File: src/rtl/tff_pkg.sv
// rtl/tff_pkg.sv - mode encoding shared by the T flip-flop bank and its cells
package tff_pkg;

    typedef enum logic [1:0] {
        TFF_MODE_TOGGLE = 2'b00,
        TFF_MODE_UP     = 2'b01,
        TFF_MODE_DOWN   = 2'b10,
        TFF_MODE_HOLD   = 2'b11
    } tff_mode_t;

endpackage

File: src/rtl/tff_cell.sv
// rtl/tff_cell.sv - single T flop with parallel load and async active-low reset
module tff_cell #(
    parameter logic RST_BIT = 1'b0
) (
    input  logic clk,
    input  logic reset,
    input  logic toggle,
    input  logic load,
    input  logic load_bit,
    output logic q
);

    logic r_q;

    always_ff @(posedge clk or negedge reset) begin
        if (!reset) begin
            r_q <= RST_BIT;
        end else if (load) begin
            r_q <= load_bit;
        end else if (toggle) begin
            r_q <= ~r_q;
        end
    end

    assign q = r_q;

endmodule

File: src/rtl/tff_counter_bank.sv
// rtl/tff_counter_bank.sv - T flop bank: per-bit toggle or up/down counter
// Build option TFF_BANK_SAT_EN: counters saturate at the terminal value, no wrap pulse.
module tff_counter_bank
    import tff_pkg::*;
#(
    parameter int               WIDTH     = 8,
    parameter logic [WIDTH-1:0] RESET_VAL = '0
) (
    input  logic             clk,
    input  logic             reset,
    input  logic             en,
    input  logic [1:0]       mode,
    input  logic [WIDTH-1:0] t,
    input  logic             load,
    input  logic [WIDTH-1:0] load_val,
    output logic [WIDTH-1:0] q,
    output logic             tc,
    output logic             wrap
);

    tff_mode_t        w_mode;
    logic [WIDTH-1:0] w_and_pre;
    logic [WIDTH-1:0] w_nor_pre;
    logic [WIDTH-1:0] w_toggle;
    logic             w_adv;
    logic             w_block;

    assign w_mode = tff_mode_t'(mode);

    // w_and_pre[i] = &q[i-1:0], w_nor_pre[i] = ~|q[i-1:0]; both are 1 for bit 0
    assign w_and_pre[0] = 1'b1;
    assign w_nor_pre[0] = 1'b1;

    genvar gi;
    generate
        for (gi = 1; gi < WIDTH; gi++) begin : g_prefix
            assign w_and_pre[gi] = w_and_pre[gi-1] &  q[gi-1];
            assign w_nor_pre[gi] = w_nor_pre[gi-1] & ~q[gi-1];
        end
    endgenerate

    always_comb begin
        tc = 1'b0;
        case (w_mode)
            TFF_MODE_UP:   tc = &q;
            TFF_MODE_DOWN: tc = ~|q;
            default:       tc = 1'b0;
        endcase
    end

    assign w_adv = en && (w_mode != TFF_MODE_HOLD);

`ifdef TFF_BANK_SAT_EN
    assign w_block = tc;
`else
    assign w_block = 1'b0;
`endif

    always_comb begin
        w_toggle = '0;
        if (w_adv && !w_block) begin
            case (w_mode)
                TFF_MODE_TOGGLE: w_toggle = t;
                TFF_MODE_UP:     w_toggle = w_and_pre;
                TFF_MODE_DOWN:   w_toggle = w_nor_pre;
                default:         w_toggle = '0;
            endcase
        end
    end

    generate
        for (gi = 0; gi < WIDTH; gi++) begin : g_cell
            tff_cell #(
                .RST_BIT (RESET_VAL[gi])
            ) u_cell (
                .clk      (clk),
                .reset    (reset),
                .toggle   (w_toggle[gi]),
                .load     (load),
                .load_bit (load_val[gi]),
                .q        (q[gi])
            );
        end
    endgenerate

`ifdef TFF_BANK_SAT_EN
    assign wrap = 1'b0;
`else
    logic r_wrap;

    // tc is only set in UP/DOWN, so an advancing edge at tc is exactly a wrap
    always_ff @(posedge clk or negedge reset) begin
        if (!reset) begin
            r_wrap <= 1'b0;
        end else begin
            r_wrap <= !load && en && tc;
        end
    end

    assign wrap = r_wrap;
`endif

endmodule

File: config.mk
export PLATFORM = sky130hd
export DESIGN_NAME = tff_counter_bank
export DESIGN_NICKNAME = d
export VERILOG_FILES = /design/src/rtl/tff_pkg.sv /design/src/rtl/tff_cell.sv /design/src/rtl/tff_counter_bank.sv
export SDC_FILE = /design/constraint.sdc
export NUM_CORES = 1
export LEC_CHECK = 0
export BUFFER_PORTS_ARGS = -buffer_cell sky130_fd_sc_hd__buf_2
export CORE_MARGIN = 2
export CORE_UTILIZATION = 54
export CTS_BUF_LIST = sky130_fd_sc_hd__clkbuf_8
export CTS_CLUSTER_DIAMETER = 40
export CTS_CLUSTER_SIZE = 40
export DETAILED_ROUTE_END_ITERATION = 16
export PLACE_DENSITY = 0.9
export SYNTH_ARGS = -nofsm -noshare
export SYNTH_HDL_FRONTEND = slang
export SYNTH_SLANG_ARGS = --single-unit
File: constraint.sdc
create_clock -name clk -period 5.3 [get_ports clk]
set_clock_uncertainty 0.2 [all_clocks]
set_input_delay 0.795 -clock clk [delete_from_list [all_inputs] [get_ports clk]]
set_output_delay 0.795 -clock clk [all_outputs]
set_load 0.01 [all_outputs]
=== Yosys cells after proc, flatten, opt, wreduce, memory -nomap -nowiden ===
Index checks and enable logic that the tools add are counted.

* Bitwise logic cells: 20
* Reduce and logical (&&, ||, !) cells: 16
* Equality and inequality tests: 3
* Muxes and demuxes: 19

{| class="wikitable"
|+ Operators by type and width
! cell !! count
|-
| 8-bit one-hot mux with 3 select lines || 1
|-
| 1-bit two-way mux || 16
|-
| 2-bit nonzero test || 8
|-
| 1-bit bitwise AND || 12
|-
| 8-bit two-way mux || 1
|-
| 1-bit inverter || 8
|-
| 8-bit AND reduction || 1
|-
| 8-bit OR reduction || 1
|-
| 1-bit logical AND || 3
|-
| 2-bit by 1-bit equality test with 1-bit output (second input constant) || 1
|-
| 2-bit equality test (second input constant) || 1
|-
| 1-bit zero test || 2
|-
| 2-bit zero test || 1
|-
| 2-bit inequality test (second input constant) || 1
|-
| 1-bit one-hot mux with 2 select lines || 1
|}

* Logic and storage cells: 67
* Input bits: 22
* Flip-flop bits (word level): 9
* Output and inout port bits: 10

=== Depth between registers and ports, before layout ===
* Word-level depth: 11
* Depth in mapped cells: 7
* Gate-level depth less buffers: 6

=== Modules after synthesis ===
Synthesis repeated with hierarchy kept, for this count alone.

* Cells, all modules: 81
* Area, all modules: 680.7 um^2

{| class="wikitable"
|+ Modules (own cells, without submodules)
! module !! cells an instance !! area an instance (um^2) !! instances
|-
| tff_cell || 4 || 42.5 || 8
|-
| tff_counter_bank || 49 || 340.3 || 1
|}

=== Least setup slack after synthesis ===
Ideal clock, no wire load.

* Path kind: input port to output port
* Start point: input mode[0]
* End point: output tc
* Required time: 4305 ps
* Setup slack: 2279 ps
* Stages on the path: 7
* Arrival time: 2026 ps
* Cells stage by stage: inv_1 -> ha_1 -> or4b_4 -> buf_6 -> nor3_1 -> nand2_1 -> a21oi_1

* Word-level cells in the longest chain between the ends: 2
* Elaborated cells on any way between the ends: 3
* Classes of those cells: 2 x eq/ne; 1 x mux

{| class="wikitable"
|+ RTL lines
! item !! RTL line !! text
|-
| start: declaration || tff_counter_bank.sv:12 || <nowiki>input logic [1:0] mode,</nowiki>
|-
| 2-bit equality test / 2-bit by 1-bit equality test with 1-bit output (equally long branches) || tff_counter_bank.sv:44 || <nowiki>case (w_mode)</nowiki>
|-
| 1-bit one-hot mux with 2 select lines (*) || tff_counter_bank.sv:44 ||
|-
| end: declaration || tff_counter_bank.sv:17 || <nowiki>output logic tc,</nowiki>
|}

Mark *: on every way between the ends. The rest lies on a longest branch, timed or not.

=== Worst setup path in the final report ===
Same ends and word-level chain as after synthesis.

==> flow_summary.toml <==
[outcome]
outcome = "complete, no violations"

[clock_tree]
max-clock-path-buffers = 2
hold_buffers = 0
cts_htree_levels = 1
cts_tree = "done"
cts_inserted_buffers = 3
cts-root-buf = "clkbuf_8"
clk_pin_slew_worst_paths_ns = 0.05
post_cts_buffers = 0
worstSkewPairLatency_ns = 0.24
clkSinkCount = 9
cts_resized = 0

[sta]
finalHoldViolCount = 0
drv_slew = 0
fin_crit_ns = 3.22
tns_ns = 0
setup_violations = 0
grt_setup_unrepaired = "false"
tightest_slew_ns = 0.399
fin_crit_sh_pct = 60.8
fin_ws_ns = 2.08
clock.fmax_ghz = 0.310
maxSlewHeadroom_pct = 72.7

[power_and_ir_drop]
powerDensity_mw_per_mm2 = 253
power_mw = 0.243
peakVddDrop_uv = 140
p_leak_nw = 0.458

[floorplanning]
die_h_um = 44.0
die_width_um = 44.0
core-area_mm2 = 0.00151
start_util_pct = 57.2
rows = 14
die-area_mm2 = 0.00193
ioPinCount = 32

[setup_path]
endpoint_kind = "primary output"
crit_path_frequent_cell = "buf_2"
critPathSlowestCell = "or4b_4"
cp_num_buf_inv = 3
crit_arrival_ns = 2.23
worstPathMaxFanout = 6
rrSetupSlack_ns = 3.14
start_kind = "input pin"
path_delay_family = "simple AND/OR/NAND/NOR gates"
crit_chain = "buf_2 > inv_1 > ha_1 > or4b_4 > nor3_1 > nand2_1 > a21oi_1 > buf_2"
crit_type = "input pin to primary output"
max_stage_delay_ns = 0.51
required_ns = 4.30

[synth]
async_flop_share_pct = 100
synth.net_count = 129
ys_ff_latch = 9
synth_edf_count = 0
ys.flop_type = "dfrtp_1"
synth_warnings = 0
ys_seq_area_share_pct = 26.1
ys_types = 37
avgSynthCellArea_um2 = 8.37
synthCells = 103
synth_area_um2 = 862

[route]
avgRoutedWirePerCell_um = 15.1
vias = 860
drc_errors = 0
vias_per_cell = 6.14
drt-initial-drc-count = 54
routed_wl_mm = 2.11
antenna_left = 0
drt_pass1_iterations = 4

[worst_hold_path]
hold_class = "input pin to asynchronous set/reset pin"

[cells_and_area]
drive_above_1_share_pct = 32.3
antennaDiodeCount = 0
syn2layout_area_growth_pct = 11.5
final_net_count = 151
layout_common_cells = "31 x buf_2, 13 x nand2_1, 9 x dfrtp_1"
postLayoutCoreUtil_pct = 63.8
design_area_um2 = 961
mostFrequentLayoutCell = "buf_2"

[global_route]
grt_pass1_wl_mm = 3.26
grt_pass1_vias = 742
grt_util_all_layers_pct = 23.4
gr-total-overflow = 0
antenna_found_initial = 0
grt_max_degree = 16

[placed_design]
placed_area_um2 = 916
dp_hpwl_mm = 1.51
post-place-ws_ns = 2.11
portBuffers = 31
place_congestion = 0.763

[flow_run]
maxCapViolations = 0
-- cell families (layout without fill, tap and decap cells) --
logic type / after synthesis / count (layout) / share of synthesized area [%]
XOR/XNOR: 4 / 4 / 4.06
buffers and inverters: 19 / 40 / 16.3
AND/OR/NAND/NOR: 43 / 43 / 28.0
adder cells (fa/ha/maj): 4 / 4 / 5.81
multiplexers: 3 / 3 / 3.77
AO/OA/AOI/OAI: 21 / 21 / 16.0
flip-flops: 9 / 9 / 26.1
-- area by class of cell --
type | instances | area (um^2)
flip-flops and latches | 9 | 225
well taps | 16 | 20.0
repair buffers | 31 | 155
clock inverters | 1 | 3.75
fillers | 128 | 546
clock buffers | 3 | 41.3
multi-input cells | 75 | 497
inverters | 5 | 18.8
-- path summary, 6_finish.rpt --
check,cells past startpoint,start,end
setup / recovery,8,mode[0],tc
hold / removal,1,reset,g_cell[7].u_cell.q
setup reg to reg,4,g_cell[1].u_cell.q,g_cell[4].u_cell.q
hold reg to reg,2,g_cell[2].u_cell.q,g_cell[2].u_cell.q
max in group asynchronous,1,reset,g_cell[3].u_cell.q
min in group clk,2,g_cell[2].u_cell.q,g_cell[2].u_cell.q
-- synth_stat cells (3+ instances only) --
| cell | number | area, um^2 |
|---|---|---|
| nand2_1 | 13 | 48.8 |
| buf_4 | 9 | 67.6 |
| dfrtp_1 | 9 | 225 |
| inv_1 | 5 | 18.8 |
| nor3_1 | 5 | 25.0 |
| o21ai_0 | 5 | 25.0 |
| a21oi_1 | 4 | 20.0 |
| a31oi_1 | 4 | 25.0 |
| ha_1 | 4 | 50.1 |
| nor2_1 | 4 | 15.0 |
| nor2b_1 | 3 | 18.8 |
-- through the flow --
step                      hold slack [ns]  cells
after floorplan                     0.299    103
after global placement              0.434    136
after detailed placement            0.455    136
after CTS                           0.211    140
after global routing                0.218    140
final                               0.203    140
-- routing by layer --
metal  GRT usage [%]  vias to the layer above  routed length, um  share of wire [%]
met2            39.1                       55               1070                 51
li1                -                      407                  -                  -
met5               0                        -                  0                  0
met3            4.17                        9                198                9.4
met4            12.7                        0                 63                3.0
met1            28.3                      389                774                 37
-- report_power, final --
part	total (mW)	switching [mW]	internal, mW
sequential	0.0958	0.0184	0.0774
combinational	0.0648	0.0326	0.0322
clock	0.0822	0.0314	0.0508
total	0.243	0.0823	0.160
-- state kept, by name, summed over array words and instances (netlist names) --
name	count
wrap	1
g_cell.u_cell.q	8
Note: power is estimated with default switching activity, not from simulation.
